<file path="src/rtl/factorization_pkg.sv">
// rtl/factorization_pkg.sv - shared game states, judgement codes and arbiter FSM type
package factorization_pkg;

  localparam logic [3:0] ST_INIT   = 4'b0001;
  localparam logic [3:0] ST_READY  = 4'b0010;
  localparam logic [3:0] ST_INPUT  = 4'b0100;
  localparam logic [3:0] ST_SHOW   = 4'b1000;

  localparam logic [1:0] J_NONE = 2'b00;
  localparam logic [1:0] J_P1   = 2'b01;
  localparam logic [1:0] J_P2   = 2'b10;
  localparam logic [1:0] J_DRAW = 2'b11;

  typedef enum logic [1:0] {
    ARB_IDLE,
    ARB_CHECK,
    ARB_WINDOW,
    ARB_RESULT
  } arb_state_t;

  // Player index (0 = P1, 1 = P2) to the one-hot code used on JUDG/WRONG_WHO.
  function automatic logic [1:0] player_onehot(input logic p);
    return p ? J_P2 : J_P1;
  endfunction

endpackage

</file>
<file path="src/rtl/rr_arb2.sv">
// rtl/rr_arb2.sv - two-way round-robin grant with a pointer that toggles on every grant
module rr_arb2
  import factorization_pkg::*;
(
  input  logic       CLK,
  input  logic       RST,
  input  logic [1:0] req_i,
  input  logic       en_i,
  output logic [1:0] gnt_o
);

  logic ptr_q;
  logic ptr_d;

  // Single requester wins outright; a tie goes to the pointer player.
  always_comb begin
    gnt_o = 2'b00;
    ptr_d = ptr_q;
    if (en_i) begin
      case (req_i)
        2'b01:   gnt_o = 2'b01;
        2'b10:   gnt_o = 2'b10;
        2'b11:   gnt_o = ptr_q ? 2'b10 : 2'b01;
        default: gnt_o = 2'b00;
      endcase
    end
    if (gnt_o != 2'b00) begin
      ptr_d = ~ptr_q;
    end
  end

  // Pointer register; starts on P1.
  always_ff @(posedge CLK) begin
    if (RST) begin
      ptr_q <= 1'b0;
    end else begin
      ptr_q <= ptr_d;
    end
  end

endmodule

</file>
<file path="src/rtl/answer_arbiter.sv">
// rtl/answer_arbiter.sv - shares the factor checker between two players, orders checks and judges with a draw window (option: ANSWER_LOCKOUT_EN)
module answer_arbiter
  import factorization_pkg::*;
#(
  parameter int ANS_W    = 8,
  parameter int DRAW_WIN = 16,
  parameter int CHK_TMO  = 255
`ifdef ANSWER_LOCKOUT_EN
  , parameter int LOCK_CYC = 50_000_000
`endif
) (
  input  logic             CLK,
  input  logic             RST,
  input  logic [3:0]       STATE_IN,
  input  logic             REQ1,
  input  logic [ANS_W-1:0] ANS1,
  input  logic             REQ2,
  input  logic [ANS_W-1:0] ANS2,
  output logic             CHK_START,
  output logic [ANS_W-1:0] CHK_ANS,
  input  logic             CHK_DONE,
  input  logic             CHK_OK,
  output logic             BUSY,
  output logic [1:0]       JUDG,
  output logic             WRONG,
  output logic [1:0]       WRONG_WHO
);

  localparam int TMO_W = $clog2(CHK_TMO + 1);
  localparam int WIN_W = $clog2(DRAW_WIN + 1);

  arb_state_t       st_q, st_d;
  logic             from_win_q, from_win_d;
  logic             cur_q, cur_d;
  logic [1:0]       pend_q, pend_d;
  logic [1:0]       corr_q, corr_d;
  logic [ANS_W-1:0] ans1_q, ans1_d;
  logic [ANS_W-1:0] ans2_q, ans2_d;
  logic [ANS_W-1:0] chk_ans_q, chk_ans_d;
  logic             chk_start_q, chk_start_d;
  logic [TMO_W-1:0] tmo_q, tmo_d;
  logic [WIN_W-1:0] win_q, win_d;
  logic [1:0]       judg_q, judg_d;
  logic             wrong_q, wrong_d;
  logic [1:0]       wrong_who_q, wrong_who_d;

  logic             in_input;
  logic [1:0]       cap;
  logic [1:0]       locked;
  logic [1:0]       gnt;
  logic             expired;
  logic             grant_en;
  logic             res_valid;
  logic             res_ok;
  logic             wrong_ev;

  assign in_input  = (STATE_IN == ST_INPUT);
  assign cap       = {REQ2, REQ1} & ~pend_q & ~corr_q & ~locked
                   & {2{in_input && (st_q != ARB_RESULT)}};
  assign expired   = (win_q == WIN_W'(DRAW_WIN));
  assign grant_en  = in_input && ((st_q == ARB_IDLE) || ((st_q == ARB_WINDOW) && !expired));
  // A timeout is treated exactly like a CHK_DONE with CHK_OK low.
  assign res_valid = (st_q == ARB_CHECK) && (CHK_DONE || (tmo_q == TMO_W'(CHK_TMO)));
  assign res_ok    = res_valid && CHK_DONE && CHK_OK;
  assign wrong_ev  = in_input && res_valid && !res_ok;

  // Requests include a submission captured this very cycle so a REQ in IDLE starts the checker next cycle.
  rr_arb2 u_rr (
    .CLK   (CLK),
    .RST   (RST),
    .req_i (pend_q | cap),
    .en_i  (grant_en),
    .gnt_o (gnt)
  );

`ifdef ANSWER_LOCKOUT_EN
  localparam int LK_W = $clog2(LOCK_CYC + 1);

  logic [1:0][LK_W-1:0] lock_q, lock_d;

  // Per-player lockout counters, loaded on WRONG and counting down to zero.
  always_comb begin
    lock_d = lock_q;
    for (int i = 0; i < 2; i++) begin
      if (lock_q[i] != '0) begin
        lock_d[i] = lock_q[i] - 1'b1;
      end
    end
    if (wrong_ev) begin
      lock_d[cur_q] = LK_W'(LOCK_CYC);
    end
    if (!in_input) begin
      lock_d = '0;
    end
  end

  // Lockout counter registers.
  always_ff @(posedge CLK) begin
    if (RST) begin
      lock_q <= '0;
    end else begin
      lock_q <= lock_d;
    end
  end

  assign locked = {lock_q[1] != '0, lock_q[0] != '0};
`else
  assign locked = 2'b00;
`endif

  // Next-state: capture, grant, check result handling, draw window and leave-INPUT clear.
  always_comb begin
    st_d        = st_q;
    from_win_d  = from_win_q;
    cur_d       = cur_q;
    pend_d      = pend_q | cap;
    corr_d      = corr_q;
    ans1_d      = cap[0] ? ANS1 : ans1_q;
    ans2_d      = cap[1] ? ANS2 : ans2_q;
    chk_ans_d   = chk_ans_q;
    chk_start_d = 1'b0;
    tmo_d       = tmo_q;
    win_d       = win_q;
    judg_d      = judg_q;
    wrong_d     = 1'b0;
    wrong_who_d = wrong_who_q;

    if ((st_q == ARB_CHECK) && (tmo_q != TMO_W'(CHK_TMO))) begin
      tmo_d = tmo_q + 1'b1;
    end
    // The draw window keeps running while the other player's check is in flight.
    if (((st_q == ARB_WINDOW) || ((st_q == ARB_CHECK) && from_win_q)) && !expired) begin
      win_d = win_q + 1'b1;
    end

    case (st_q)
      ARB_IDLE, ARB_WINDOW: begin
        if ((st_q == ARB_WINDOW) && expired) begin
          judg_d = corr_q;
          st_d   = ARB_RESULT;
        end else if (gnt != 2'b00) begin
          st_d        = ARB_CHECK;
          from_win_d  = (st_q == ARB_WINDOW);
          cur_d       = gnt[1];
          chk_start_d = 1'b1;
          chk_ans_d   = gnt[1] ? ans2_d : ans1_d;
          tmo_d       = '0;
        end
      end
      ARB_CHECK: begin
        if (res_valid) begin
          pend_d[cur_q] = 1'b0;
          if (res_ok) begin
            corr_d[cur_q] = 1'b1;
          end else begin
            wrong_d     = 1'b1;
            wrong_who_d = player_onehot(cur_q);
          end
          if (from_win_q) begin
            if (res_ok && !expired) begin
              judg_d = J_DRAW;
              st_d   = ARB_RESULT;
            end else if (expired) begin
              judg_d = corr_q;
              st_d   = ARB_RESULT;
            end else begin
              st_d = ARB_WINDOW;
            end
          end else if (res_ok) begin
            st_d  = ARB_WINDOW;
            win_d = '0;
          end else begin
            st_d = ARB_IDLE;
          end
        end
      end
      default: begin
      end
    endcase

    // Leaving INPUT abandons everything except the round-robin pointer.
    if (!in_input) begin
      st_d        = ARB_IDLE;
      from_win_d  = 1'b0;
      pend_d      = 2'b00;
      corr_d      = 2'b00;
      chk_start_d = 1'b0;
      tmo_d       = '0;
      win_d       = '0;
      judg_d      = J_NONE;
      wrong_d     = 1'b0;
    end
  end

  // State and output registers.
  always_ff @(posedge CLK) begin
    if (RST) begin
      st_q        <= ARB_IDLE;
      from_win_q  <= 1'b0;
      cur_q       <= 1'b0;
      pend_q      <= 2'b00;
      corr_q      <= 2'b00;
      ans1_q      <= '0;
      ans2_q      <= '0;
      chk_ans_q   <= '0;
      chk_start_q <= 1'b0;
      tmo_q       <= '0;
      win_q       <= '0;
      judg_q      <= J_NONE;
      wrong_q     <= 1'b0;
      wrong_who_q <= 2'b00;
    end else begin
      st_q        <= st_d;
      from_win_q  <= from_win_d;
      cur_q       <= cur_d;
      pend_q      <= pend_d;
      corr_q      <= corr_d;
      ans1_q      <= ans1_d;
      ans2_q      <= ans2_d;
      chk_ans_q   <= chk_ans_d;
      chk_start_q <= chk_start_d;
      tmo_q       <= tmo_d;
      win_q       <= win_d;
      judg_q      <= judg_d;
      wrong_q     <= wrong_d;
      wrong_who_q <= wrong_who_d;
    end
  end

  assign CHK_START = chk_start_q;
  assign CHK_ANS   = chk_ans_q;
  assign BUSY      = (st_q == ARB_CHECK);
  assign JUDG      = judg_q;
  assign WRONG     = wrong_q;
  assign WRONG_WHO = wrong_who_q;

endmodule
</file>
<file path="config.mk">
export PLATFORM = sky130hd
export DESIGN_NAME = answer_arbiter
export DESIGN_NICKNAME = d
export VERILOG_FILES = /design/src/rtl/factorization_pkg.sv /design/src/rtl/rr_arb2.sv /design/src/rtl/answer_arbiter.sv
export SDC_FILE = /design/constraint.sdc
export NUM_CORES = 1
export LEC_CHECK = 0
export CAP_MARGIN = 20
export CORE_MARGIN = 5
export CORE_UTILIZATION = 50
export DETAILED_ROUTE_END_ITERATION = 7
export GPL_TIMING_DRIVEN = 0
export PLACE_DENSITY = 0.77
export SKIP_LAST_GASP = 1
export SYNTH_ARGS = -nofsm -noshare
export SYNTH_HDL_FRONTEND = slang
export SYNTH_SLANG_ARGS = --single-unit
</file>
<file path="constraint.sdc">
create_clock -name CLK -period 3.6 [get_ports CLK]
set_input_delay 1.08 -clock CLK [delete_from_list [all_inputs] [get_ports CLK]]
set_output_delay 1.08 -clock CLK [all_outputs]
set_load 0.01 [all_outputs]
</file>
# --- Yosys cells after proc, flatten, opt, wreduce, memory -nomap -nowiden ---
# Index checks and enable logic that the tools add are counted.
word_totals:
  in_bits: 26
  reg_bits: 52
classes:
  add_sub_neg: 2
  magnitude_cmp: 2
  n_bitwise: 16
  n_reduce_logical: 28
  n_eq_ne: 15
  mux: 36
op_table:
  columns: ["operator", "count"]
  rows:
  - ["8-bit 2-to-1 mux", 7]
  - ["2-bit 2-to-1 mux", 15]
  - ["5-bit 2-to-1 mux", 5]
  - ["1-bit logical AND", 12]
  - ["3-bit AND reduction", 4]
  - ["8-bit by 1-bit adder with 8-bit output, second input constant", 1]
  - ["2-bit bitwise AND", 4]
  - ["8-bit == test, second input constant", 1]
  - ["8-bit inequality test, second input constant", 1]
  - ["2-bit case mux with 2 select lines", 2]
  - ["4-bit OR reduction", 2]
  - ["1-bit NOT", 7]
  - ["2-bit == test, second input constant", 3]
  - ["2-bit NOT", 3]
  - ["2-bit case mux with 3 select lines", 1]
  - ["5-bit by 1-bit adder with 5-bit output, second input constant", 1]
  - ["5-bit == test, second input constant", 1]
  - ["1-bit 2-to-1 mux", 5]
  - ["5-bit AND reduction", 1]
  - ["2-bit by 1-bit == test with 1-bit output, second input constant", 2]
  - ["4-bit by 3-bit == test with 1-bit output, second input constant", 1]
  - ["2-bit by 1-bit inequality test with 1-bit output, second input constant", 2]
  - ["2-bit inequality test, second input constant", 2]
  - ["2-bit bitwise OR", 2]
  - ["other kinds (10)", 14]

# --- Logic depth before layout (Yosys ltp) ---
depth:
  depth_word: 12
  ltp_mapped: 8
  ltp_nobuf: 7

# --- Hierarchy ---
# Synthesis repeated with hierarchy kept, for this count alone.
hier_totals:
  cells_unflattened: 273
  area_unflattened_um2: 2570.0
modules_own_cells:
  columns: ["module", "cells_per_inst", "area_each_um2", "n_inst"]
  rows:
  - ["answer_arbiter", 263, 2497.4, 1]
  - ["rr_arb2", 10, 72.6, 1]

# --- Worst setup path before layout ---
# OpenSTA, ideal clock, no wires.
synth_timing:
  path_kind: "input-to-reg"
  startpoint: "input STATE_IN[3]"
  endpoint: "register chk_ans_q[0] (netlist: CHK_ANS[0])"
  path_stages: 6
  path_buffers: 1
  t_arrival_ns: 2.274
  path_slack_ns: 1.209
  cell_sequence: "nor4b_4 -> nand4b_1 -> buf_4 -> mux2i_1 -> mux2i_1 -> a22o_1"
synth_via:
  elab_chain_len: 9
  elab_cells_between_ends: 15
  classes_between: "eq/ne: 4; mux: 5; bitwise: 2; reduce/logical: 4"
synth_lines:
  columns: ["element", "line_no", "source"]
  rows:
  - ["start: declaration", "answer_arbiter.sv:14", "input logic [3:0] STATE_IN,"]
  - ["4-bit by 3-bit == test with 1-bit output *", "answer_arbiter.sv:57", "assign in_input = (STATE_IN == ST_INPUT);"]
  - ["1-bit logical AND", "answer_arbiter.sv:59", "& {2{in_input && (st_q != ARB_RESULT)}};"]
  - ["2-bit bitwise AND", "answer_arbiter.sv:59", null]
  - ["2-bit bitwise OR", "answer_arbiter.sv:71", ".req_i (pend_q | cap),"]
  - ["2-bit == test / 2-bit by 1-bit == test with 1-bit output (equally long branches)", "rr_arb2.sv:20", "case (req_i)"]
  - ["2-bit case mux with 3 select lines", "rr_arb2.sv:20", null]
  - ["2-bit 2-to-1 mux", "rr_arb2.sv:19", "if (en_i) begin"]
  - ["2-bit nonzero test", "answer_arbiter.sv:141", "end else if (gnt != 2'b00) begin"]
  - ["3-bit AND reduction (no source line)", null, null]
  - ["end signal: assignment", "answer_arbiter.sv:220", "chk_ans_q <= chk_ans_d;"]
  - ["end: declaration", "answer_arbiter.sv:39", "logic [ANS_W-1:0] chk_ans_q, chk_ans_d;"]
# Mark *: on every way between the ends. The rest lies on a longest branch, timed or not.
# A chain may end at the register's enable or synchronous reset.

# --- Final worst setup path ---
layout_timing:
  startpoint: "register st_q[0]"
  endpoint: "output BUSY"
layout_via:
  elab_chain_len: 1
layout_lines:
  columns: ["element", "line_no", "source"]
  rows:
  - ["start: declaration", "answer_arbiter.sv:32", "arb_state_t st_q, st_d;"]
  - ["start signal: assignment", "answer_arbiter.sv:213", "st_q <= st_d;"]
  - ["2-bit by 1-bit == test with 1-bit output", "answer_arbiter.sv:232", "assign BUSY = (st_q == ARB_CHECK);"]
  - ["end: declaration", "answer_arbiter.sv:23", "output logic BUSY,"]
# Every way passes these cells.

==> summary.md <==
| Metric | Value |
|---|---|
| H-tree Lvls | `2` |
| Pwr per Cell Area | `around 350 mW/mm^2` |
| Syn Nets | `between 200 and 250` |
| Clock-pin slew on the worst setup and hold paths | `roughly 90 ps` |
| Total grt overflow | `0` |
| Share of cells above drive strength 1 | `approximately 6.4%` |
| Worst path top cell family by delay | `buffers and inverters` |
| Final count of hold timing violations | `0` |
| CTS tree | `built` |
| Reg2reg setup slack | `between 1500 and 2000 ps` |
| DRC | `0` |
| Async SR Flop Fraction | `0%` |
| Synth Area in XOR/XNOR | `4.78%` |
| Initial antenna violation count | `0` |
| Mux cell area share after synthesis | `12.8%` |
| Adder-cell area share of the yosys netlist | `approximately 1.7%` |
| Fin crit share | `78.5%` |
| Met1 Wirelength | `between 2000 and 2500 um` |
| Layout area overhead | `24.9%` |
| Hold depth | `1` |
| Arr. time, crit path | `between 1500 and 2000 ps` |
| RSZ-0062 raised after global routing | `no` |
| Commonest non-fill, non-tap cells in the layout | `52 x dfxtp_1, 40 x nor2_1, 40 x clkdlybuf4s50_1` |
| Setup TNS Final | `0 ps` |
| CP Depth | `3` |
| Slew Limit Fails | `0` |
| Core area | `around 0.0043 mm^2` |
| Yosys top cell area share | `a little under half` |
| R2R Path Start | `win_q[0]$_SDFF_PP0_` |
| Clock sink total | `52` |
| Yosys cell types | `between 40 and 50` |
| Row Count | `24` |
| I/O pin total | `41` |
| Hold Crit Endpoint | `CHK_ANS[4]$_SDFFE_PP0P_` |
| ANT cells | `0` |
| # setup viols final | `0` |
| Pre-antenna DRT Iters | `4` |
| Post-CTS Resized | `0` |
| Post-DRT Antenna Nets | `0` |
| WP buf/inv | `2` |
| Simple-gate portion of the synthesized area | `about 18%` |
| Worst min path class | `reg2reg` |
| Max rail drop VDD | `between 0.0002 and 0.00025 V` |
| Crit path cell chain | `nand2b_1 > inv_1 > clkdlybuf4s50_1` |
| RR Endpoint | `st_q[1]$_SDFFE_PP0P_` |
| Synth Warn # | `0` |
| # Post-CTS Setup Buffers | `0` |
| Max Cap Viol | `0` |
| Hold_buf cts | `0` |
| Cell with the largest stage delay on the worst path | `clkdlybuf4s50_1` |
| Via/cell ratio | `around 5.4` |
| Largest net degree at the start of global routing | `16` |
| Routed wire per std cell | `~14 um` |
| Type of the worst setup path | `reg2out` |
| Sequential share of the synthesized area | `between 40% and 50%` |
| Flops & latches, synth | `52` |
| Clock buffer depth | `2` |
| CP Launch Type | `flop` |
| Total CTS buffers | `5` |
| Largest family of logic cells by synthesized area | `simple AND/OR/NAND/NOR gates` |
| Synth top area cells | `dfxtp_1 47%, mux2i_1 12%, nor2_1 6.8%, a22o_1 3.2%, xnor2_1 2.4%` |
| WL met2 | `~2200 um` |
| Area post-placement | `roughly 0.0027 mm^2` |
| Port bufs | `40` |
| Crit path time final | `about 2800 ps` |
| Area leader, netlist | `dfxtp_1` |
| Clock Latency Late Sink | `300 ps` |
| Logic depth of the worst register-to-register path | `7` |
| Met3 wire length | `approximately 180 um` |
| WP data required | `between 2000 and 3000 ps` |
| P_leak | `1.15 nW` |
| Top layer in use | `met4` |
| Max Clock Freq | `approximately 0.35 GHz` |
| CP Capture Type | `output pin` |
| Compound-Gate Fraction of Synth Area | `12.3%` |
| Status | `completed` |
| GRT Overall Usage | `between 10% and 20%` |
| First-pass GRT wire length | `roughly 7600 um` |
| RePlAce Congestion | `0.806` |
| Crit path largest cell delay | `570 ps` |
| Aggregate routed wire length | `4560 um` |
| CP max FO | `7` |
| Gate count after technology mapping | `220` |
| DIE AREA | `about 0.0058 mm^2` |
| Number of synthesized flops with an enable pin | `0` |
| Worst-Margin Slew | `664 ps` |
| Average instance area after synthesis | `approximately 10 um^2` |
| Chip Height | `~76 um` |
| Main flop type after synthesis | `dfxtp_1` |
| Post-Layout Inst Area | `roughly 0.0027 mm^2` |
| Min-delay src | `CHK_ANS[4]$_SDFFE_PP0P_` |
| Initial Util | `just over 50%` |
| Mapped Area | `0.00220 mm^2` |
| Vias | `roughly 1700` |
| Final Skew | `~4.5 ps` |
| Die width | `around 76 um` |
| CTS Root Cell | `clkbuf_8` |
| Relative slew slack | `a little under three fifths` |
| Vias in the first global route | `~1700` |
| Iteration-0 DRC Markers | `roughly 120` |
| HPWL Detailed | `3360 um` |
| Most common cell after layout, fill and taps aside | `dfxtp_1` |
| Nets | `296` |
[worst register-to-register path, cell delays in order (launching register included)]
cell	delay, ps
dfxtp_1	400
inv_1	70
ha_1	190
and4bb_2	280
a21oi_4	260
nand3_2	210
a221o_1	390
a21oi_1	110
[routing by layer]
metal / track usage, % / vias up
met5: 0 / -
met4: 5.42 / 0
met2: 26.0 / 28
met3: 4.61 / 5
li1: - / 867
met1: 19.4 / 818
[kinds of logic (layout without fill, tap and decap cells)]
| group | Yosys count | after routing |
|---|---|---|
| AO/OA/AOI/OAI | 33 | 33 |
| XOR/XNOR | 12 | 12 |
| adder cells (fa/ha/maj) | 3 | 3 |
| buffers and inverters | 14 | 61 |
| flip-flops | 52 | 52 |
| multiplexers | 28 | 28 |
| AND/OR/NAND/NOR | 78 | 78 |
[state kept, by name (all words and copies together) (netlist names), 2 cells and up]
name	flops
WRONG_WHO	2
st_q	2
tmo_q	8
ans2_q	8
ans1_q	8
JUDG	2
corr_q	2
win_q	5
CHK_ANS	8
pend_q	2
[report_power, final]
part	switching (W)	total (W)	leakage (nW)	internal (W)
combinational	0.0000256	0.0000607	0.690	0.0000351
sequential	0.00000153	0.000579	0.419	0.000578
clock	0.000180	0.000312	0.0400	0.000132
[final cells by class]
cell class,instances,area [um^2]
Clock buffer,5,68.8
Inverter,7,26.3
Fill cell,401,1580
Sequential cell,52,1040
Timing Repair Buffer,40,400
Clock inverter,2,12.5
Tap cell,52,65.1
Multi-Input combinational cell,154,1090
Buffer,7,41.3
[per-stage QoR]
step / instances / utilization (%) / power [W] / hold slack (ps) / worst slack (ps)
finish: 319 / 63.5 / 0.000952 / 483 / 774
global route: 319 / 63.5 / 0.000993 / 500 / 687
CTS: 319 / 63.5 / 0.000965 / 490 / 783
detailed placement: 312 / 61.6 / 0.000654 / 467 / 535
global placement: 312 / 61.6 / 0.000653 / 462 / 555
floorplan: 220 / - / 0.000616 / 451 / 1210
[worst max-delay path by stage]
stage / slack, ps / to / startpoint
3_3_place_gp: 560 / CHK_ANS[5]$_SDFFE_PP0P_ / STATE_IN[3]
4_1_cts: 780 / BUSY / st_q[1]$_SDFFE_PP0P_
3_5_place_dp: 530 / CHK_ANS[0]$_SDFFE_PP0P_ / STATE_IN[3]
5_1_grt: 690 / BUSY / st_q[0]$_SDFFE_PP0P_
2_1_floorplan: 1210 / CHK_ANS[0]$_SDFFE_PP0P_ / STATE_IN[3]
6_report: 770 / BUSY / st_q[0]$_SDFFE_PP0P_
[Yosys cell counts (3+ instances only)]
cell,count
mux2i_1,27
a22o_1,8
dfxtp_1,52
nand2_1,11
clkbuf_1,4
nor2_1,40
xor2_1,6
nand2b_1,5
a31oi_1,3
nand4_1,4
inv_1,7
xnor2_1,6
ha_1,3
a21oi_1,6
nor2b_1,3
No activity file was read; power rests on OpenSTA's default activity.
